<file path="config.mk">
export PLATFORM = sky130hd
export DESIGN_NAME = io_stage
export DESIGN_NICKNAME = d
export VERILOG_FILES = /design/src/rtl/ex_stage_params.sv /design/src/rtl/io_stage_params.sv /design/src/rtl/load_aligner.sv /design/src/rtl/io_stage.sv
export SDC_FILE = /design/constraint.sdc
export NUM_CORES = 1
export LEC_CHECK = 0
export ABC_CLOCK_PERIOD_IN_PS = 10400
export BUFFER_PORTS_ARGS = -buffer_cell sky130_fd_sc_hd__buf_4
export CELL_PAD_IN_SITES_DETAIL_PLACEMENT = 1
export CELL_PAD_IN_SITES_GLOBAL_PLACEMENT = 1
export CORE_MARGIN = 2
export CORE_UTILIZATION = 41
export CTS_BUF_LIST = sky130_fd_sc_hd__clkbuf_4
export CTS_CLUSTER_DIAMETER = 200
export CTS_CLUSTER_SIZE = 10
export DETAILED_ROUTE_END_ITERATION = 8
export PLACE_DENSITY = 0.92
export SLEW_MARGIN = 20
export SYNTH_ARGS = -nofsm -noshare
export SYNTH_HDL_FRONTEND = slang
export SYNTH_HIERARCHICAL = 1
export SYNTH_SLANG_ARGS = --single-unit
</file>
<file path="constraint.sdc">
create_clock -name clock -period 10.4 [get_ports clock]
set_input_delay 0.52 -clock clock [delete_from_list [all_inputs] [get_ports clock]]
set_output_delay 0.52 -clock clock [all_outputs]
set_load 0.05 [all_outputs]
</file>
<file path="src/rtl/ex_stage_params.sv">
// Execute-stage types shared with the io stage.
//   load_type_t    : which load extraction/merge the io stage applies
//   EXToIOData     : execute-stage result bundle, qualified by valid
//   WBExceptionBus : exception / eret flush indication from write-back
package ex_stage_params;

  typedef enum logic [2:0] {
    LOAD_NONE       = 3'd0,
    LOAD_BYTE       = 3'd1,
    LOAD_HALF       = 3'd2,
    LOAD_WORD       = 3'd3,
    LOAD_WORD_LEFT  = 3'd4,
    LOAD_WORD_RIGHT = 3'd5
  } load_type_t;

  typedef struct packed {
    logic        valid;
    logic [31:0] program_count;
    logic [31:0] alu_result;
    logic [4:0]  write_register;
    logic        register_write;
    load_type_t  load_type;
    logic        memory_io_unsigned;
    logic [1:0]  memory_address_final;
    logic [31:0] multi_use_register_data;  // rt value, used by LWL/LWR merges
    logic [31:0] source_register_data;     // rs value, written by MTHI/MTLO
    logic        result_high;
    logic        result_low;
    logic        high_low_write;
    logic        multiply_valid;
    logic [63:0] multiply_result;
    logic        divide_valid;
    logic        move_from_cp0;
    logic        move_to_cp0;
    logic [7:0]  cp0_address;
    logic        exception_valid;
    logic        eret_flush;
    logic [4:0]  exception_code;
    logic        branch_delay_slot;
    logic [31:0] bad_virtual_address;
  } EXToIOData;

  typedef struct packed {
    logic exception_valid;
    logic eret_flush;
  } WBExceptionBus;

endpackage

</file>
<file path="src/rtl/io_stage_params.sv">
// Io-stage types and constants.
//   HI_LO_RESET_VALUE  : value HI and LO take on reset
//   IOToWBData         : io -> write-back bundle
//   IOToIDBackPassData : io -> decode forwarding bundle
package io_stage_params;

  localparam logic [31:0] HI_LO_RESET_VALUE = 32'h0;

  typedef struct packed {
    logic        valid;
    logic [31:0] program_count;
    logic [31:0] final_result;
    logic [4:0]  write_register;
    logic        register_write;
    logic        move_from_cp0;
    logic        move_to_cp0;
    logic [7:0]  cp0_address;
    logic        exception_valid;
    logic        eret_flush;
    logic [4:0]  exception_code;
    logic        branch_delay_slot;
    logic [31:0] bad_virtual_address;
  } IOToWBData;

  typedef struct packed {
    logic        valid;
    logic        data_valid;
    logic [4:0]  write_register;
    logic [31:0] write_data;
  } IOToIDBackPassData;

endpackage

</file>
<file path="src/rtl/load_aligner.sv">
// Combinational load extraction and unaligned-word merge.
//   read_data   : data SRAM read word
//   address     : low two bits of the effective address
//   load_type   : LB/LH/LW/LWL/LWR selector
//   is_unsigned : zero-extend byte/half loads
//   rt          : current rt value merged by LWL/LWR
//   result      : aligned load result
module load_aligner
  import ex_stage_params::*;
(
  input  logic [31:0] read_data,
  input  logic [1:0]  address,
  input  load_type_t  load_type,
  input  logic        is_unsigned,
  input  logic [31:0] rt,
  output logic [31:0] result
);

  logic [7:0]  byte_sel;
  logic [15:0] half_sel;

  assign byte_sel = read_data[{address, 3'b000} +: 8];
  assign half_sel = address[1] ? read_data[31:16] : read_data[15:0];

  always_comb begin
    // NOTE: default assignment first so every path drives result and no latch is inferred.
    result = read_data;
    case (load_type)
      LOAD_BYTE: result = is_unsigned ? {24'h0, byte_sel} : {{24{byte_sel[7]}}, byte_sel};
      LOAD_HALF: result = is_unsigned ? {16'h0, half_sel} : {{16{half_sel[15]}}, half_sel};
      LOAD_WORD_LEFT: begin
        case (address)
          2'd0:    result = {read_data[7:0],  rt[23:0]};
          2'd1:    result = {read_data[15:0], rt[15:0]};
          2'd2:    result = {read_data[23:0], rt[7:0]};
          default: result = read_data;
        endcase
      end
      LOAD_WORD_RIGHT: begin
        case (address)
          2'd0:    result = read_data;
          2'd1:    result = {rt[31:24], read_data[31:8]};
          2'd2:    result = {rt[31:16], read_data[31:16]};
          default: result = {rt[31:8],  read_data[31:24]};
        endcase
      end
      default: result = read_data;
    endcase
  end

endmodule

</file>
<file path="src/rtl/io_stage.sv">
// Memory-return (io) pipeline stage: valid/handshake, load alignment,
// HI/LO registers and result selection.
//   clock, reset            : rising-edge clock, synchronous active-high reset
//   wb_allow_in             : write-back accepts this cycle
//   io_allow_in             : io accepts ex_to_io_bus this cycle
//   ex_to_io_bus            : execute-stage bundle
//   data_ram_read_data      : SRAM read word for the resident load
//   divide_result_valid/... : live divider outputs for the resident divide
//   wb_exception_bus        : flush request from write-back
//   io_to_wb_bus            : bundle to write-back
//   io_to_id_back_pass_bus  : forwarding bundle to decode
module io_stage
  import ex_stage_params::*;
  import io_stage_params::*;
#(
  parameter logic [31:0] HI_LO_RESET = HI_LO_RESET_VALUE
) (
  input  logic              clock,
  input  logic              reset,
  input  logic              wb_allow_in,
  output logic              io_allow_in,
  input  EXToIOData         ex_to_io_bus,
  input  logic [31:0]       data_ram_read_data,
  input  logic              divide_result_valid,
  input  logic [31:0]       divide_quotient,
  input  logic [31:0]       divide_remainder,
  input  WBExceptionBus     wb_exception_bus,
  output IOToWBData         io_to_wb_bus,
  output IOToIDBackPassData io_to_id_back_pass_bus
);

  logic        io_valid;
  EXToIOData   io_data;
  logic [31:0] hi;
  logic [31:0] lo;
  logic        io_ready_go;
  logic        wb_flush;
  logic        hi_lo_commit;
  logic [31:0] load_result;
  logic [31:0] final_result;

  // A resident divide waits for the live divider; everything else is single-cycle.
  assign io_ready_go  = !(io_data.divide_valid && !divide_result_valid);
  assign io_allow_in  = !io_valid || (io_ready_go && wb_allow_in);
  assign wb_flush     = wb_exception_bus.exception_valid || wb_exception_bus.eret_flush;
  assign hi_lo_commit = io_valid && io_ready_go && wb_allow_in &&
                        !io_data.exception_valid && !io_data.eret_flush && !wb_flush;

  always_ff @(posedge clock) begin
    // NOTE: sequential state uses non-blocking assignments so every register samples pre-edge values.
    if (reset)            io_valid <= 1'b0;
    else if (wb_flush)    io_valid <= 1'b0;   // flush wins over a new accept
    else if (io_allow_in) io_valid <= ex_to_io_bus.valid;
  end

  // NOTE: the payload register is deliberately not reset; io_valid qualifies every use of it.
  always_ff @(posedge clock) begin
    if (ex_to_io_bus.valid && io_allow_in) io_data <= ex_to_io_bus;
  end

  always_ff @(posedge clock) begin
    if (reset) begin
      hi <= HI_LO_RESET;
      lo <= HI_LO_RESET;
    end else if (hi_lo_commit) begin
      if (io_data.multiply_valid) begin
        hi <= io_data.multiply_result[63:32];
        lo <= io_data.multiply_result[31:0];
      end else if (io_data.divide_valid) begin
        lo <= divide_quotient;
        hi <= divide_remainder;
      end else if (io_data.high_low_write) begin
        if (io_data.result_high) hi <= io_data.source_register_data;
        else                     lo <= io_data.source_register_data;
      end
    end
  end

  load_aligner u_load_aligner (
    .read_data   (data_ram_read_data),
    .address     (io_data.memory_address_final),
    .load_type   (io_data.load_type),
    .is_unsigned (io_data.memory_io_unsigned),
    .rt          (io_data.multi_use_register_data),
    .result      (load_result)
  );

  // MFHI/MFLO see HI/LO before this cycle's commit, since the registers update at the edge.
  always_comb begin
    final_result = io_data.alu_result;
    if (io_data.load_type != LOAD_NONE)
      final_result = load_result;
    else if (io_data.result_high && !io_data.high_low_write)
      final_result = hi;
    else if (io_data.result_low && !io_data.high_low_write)
      final_result = lo;
  end

  always_comb begin
    io_to_wb_bus                     = '0;
    io_to_wb_bus.valid               = io_valid && io_ready_go;
    io_to_wb_bus.program_count       = io_data.program_count;
    io_to_wb_bus.final_result        = final_result;
    io_to_wb_bus.write_register      = io_data.write_register;
    io_to_wb_bus.register_write      = io_data.register_write;
    io_to_wb_bus.move_from_cp0       = io_data.move_from_cp0;
    io_to_wb_bus.move_to_cp0         = io_data.move_to_cp0;
    io_to_wb_bus.cp0_address         = io_data.cp0_address;
    io_to_wb_bus.exception_valid     = io_data.exception_valid;
    io_to_wb_bus.eret_flush          = io_data.eret_flush;
    io_to_wb_bus.exception_code      = io_data.exception_code;
    io_to_wb_bus.branch_delay_slot   = io_data.branch_delay_slot;
    io_to_wb_bus.bad_virtual_address = io_data.bad_virtual_address;
  end

  // Decode may stall on valid alone; data_valid says the value can be forwarded now.
  always_comb begin
    io_to_id_back_pass_bus                = '0;
    io_to_id_back_pass_bus.valid          = io_valid && io_data.register_write;
    io_to_id_back_pass_bus.data_valid     = io_valid && io_data.register_write &&
                                            io_ready_go && !io_data.move_from_cp0;
    io_to_id_back_pass_bus.write_register = io_data.write_register;
    io_to_id_back_pass_bus.write_data     = final_result;
  end

endmodule

</file>
==> metrics.txt <==
gpl congestion=0.9307; port buffer count=522; H-tree depth=2; Worst Hold Class=in -> reg; CTS resizes=0; Synth Area per Inst=12.02 um^2; area grow syn2layout=38.70%; core box area=39910 um^2; Clock Path Buffers=3; Crit Path Class=reg -> out; Peak VDD IR=0.0001062 V; final setup vio count=0; Tcrit/Tclk final=43.19%; DRT antenna net count=0; row cnt=73; Post-synth EDFFs=259; Die H=205.3 um; DP HPWL=45080 um; setup ws final=5.909 ns; CTS root buf=clkbuf_4; io pins=523; critical path capture point type=output port; Post-Syn Area=16620 um^2; FFs w/ async S/R, synth=0%; P_leak=9.673 nW; sequential fraction of the synthesis area=54.62%; Post-Synthesis Cells=1383; Fin. Hold Viols=0; TritonCTS Sinks=324; Worst slew margin=25.74%; fin crit period=4.491 ns; Finished Cell Area=23050 um^2; WL final=75570 um; drt first pass iters=6; Die Area=42160 um^2; Synth Warn #=6; Worst Tran Pin Value=1.114 ns; fraction of layout cells with a size suffix above 1=33.65%; RSZ-0062 raised after global routing=false; CTS Buf Count=38; drt drc=0; outcome=complete, no violations; initial antenna violation count=8; GRT overflow=0; clk slew on worst S/H paths=0.17 ns; CTS tree=done; latest clock arrival within the worst-skew pair=0.82 ns; Max Fanout on Critical Path=76; via count=14655; Die Wd=205.3 um; Max Slew Vio Count=0; largest net degree at the start of global routing=103; Yosys cell types=57; ys flop type=edfxtp_1; Peak Freq=0.2227 GHz; Startpoint Class=flop; CP required=9.88 ns; setup TNS=0 ns; Setup WS pre-CTS=6.404 ns; Worst Path Arrival=3.97 ns; syn_nets=1745; average wire per standard cell=29.59 um; hold_buf cts=261; starting density of the core=41.64%; Max Cap Viol=0; nets@finish=2355; # Post-CTS Setup Buffers=0; vias in the first global route=15701; Power Density=137.0 nW/um^2; placed cell areas=19880 um^2; global-route wire length before repair=107800 um; all-layer global routing usage=35.21%; number of synthesized register bits=324; Initial DRC Count=1382; clk_skew=0.09411 ns; vias per cell=5.738
## synth_stat cells (24+ instances only)
master    count  area share [%]
a311o_1      64             3.9
edfxtp_1    259              47
a22o_1       31             1.6
buf_4       134             6.1
nor3b_1      31             1.4
a21oi_1      24            0.72
nor2_1       86             1.9
dfxtp_1      65             7.8
clkbuf_1     58             1.3
buf_2        28            0.84
o21ai_0      25            0.75
o21bai_1     31             1.4
nor2b_1      72             2.7
inv_1        33            0.75
nand2b_1    100             3.8
mux2i_1      88             5.3
nand2_1      83             1.9
a221oi_2     27             2.4
## placed cells by master (no fill, tap or decap), types with 16 or more instances in the layout
cell type	count
mux2_2	16
mux4_2	16
a22oi_1	16
nand2_1	83
a22o_1	31
dlygate4sd3_1	261
edfxtp_1	259
nor2b_1	72
clkbuf_4	65
a21oi_1	24
nor3b_1	31
nand2b_1	100
o21bai_1	31
o21ai_0	25
buf_4	536
a221oi_2	27
nor2_1	86
mux2i_1	88
a311o_1	64
dfxtp_1	65
inv_1	33
## sequential cells by signal, indices dropped and copies added, names as in the netlist
signal / cells
io_data: 171
hi: 32
io_valid: 1
lo: 32
io_to_id_back_pass_bus: 5
io_to_wb_bus: 83
## through the flow
stage	cells	hold WS (ns)	total power (W)	utilization [%]
3_3_place_gp	2217	0.4580	0.002234	49.81
6_report	2554	0.1653	0.003158	57.76
2_1_floorplan	1383	0.4469	0.002005	-
4_1_cts	2546	0.09224	0.003103	57.69
5_1_grt	2553	0.1386	0.003238	57.75
3_5_place_dp	2217	0.4623	0.002252	49.81
## per-layer routing
metal | GRT usage [%] | routed length, um
met1 | 42.64 | 28470
met2 | 59.74 | 36840
met3 | 7.808 | 6324
met4 | 16.37 | 3930
met5 | 0 | 13
## cell families after synthesis
logic type	share of synthesized area, %
mux	8.552
simple gates	12.99
xor+xnor	0.05270
buf+inv	9.402
flops	54.62
compound gates	14.38
## worst paths after layout
path	from	endpoint	slack [ns]	cells after the start
max	io_data[184]$_DFFE_PP_	io_to_wb_bus[65]	5.91	7
min	divide_quotient[5]	lo[5]$_SDFFE_PP0P_	0.17	4
max reg2reg	io_data[50]$_DFFE_PP_	io_to_id_back_pass_bus[32]$_DFFE_PP_	6.22	6
min reg2reg	lo[26]$_SDFFE_PP0P_	lo[26]$_SDFFE_PP0P_	0.49	2
## critical path, cell delays in order (launching register included)
cell      delay [ns]
edfxtp_1        0.36
buf_4           0.66
mux4_2          0.65
nor2b_1         0.19
o211ai_2        0.41
a31oi_1         0.35
a22o_1          0.32
buf_4           0.20
## cell type report
cell class / count / area [um^2]
diodes: 8 / 20.02
clock buffers: 65 / 488.0
clock inverters: 3 / 46.29
fillers: 4051 / 16860
inverters: 34 / 128.9
multi-input cells: 797 / 5987
flip-flops and latches: 324 / 9079
well taps: 525 / 656.9
repair buffers: 798 / 6648
## power by group
group | switching, W | internal [W] | total, W
sequential | 0.0000366 | 0.00147 | 0.00151
clock | 0.000506 | 0.000306 | 0.000812
combinational | 0.000510 | 0.000329 | 0.000840
Power figures use the tool's default switching activity.
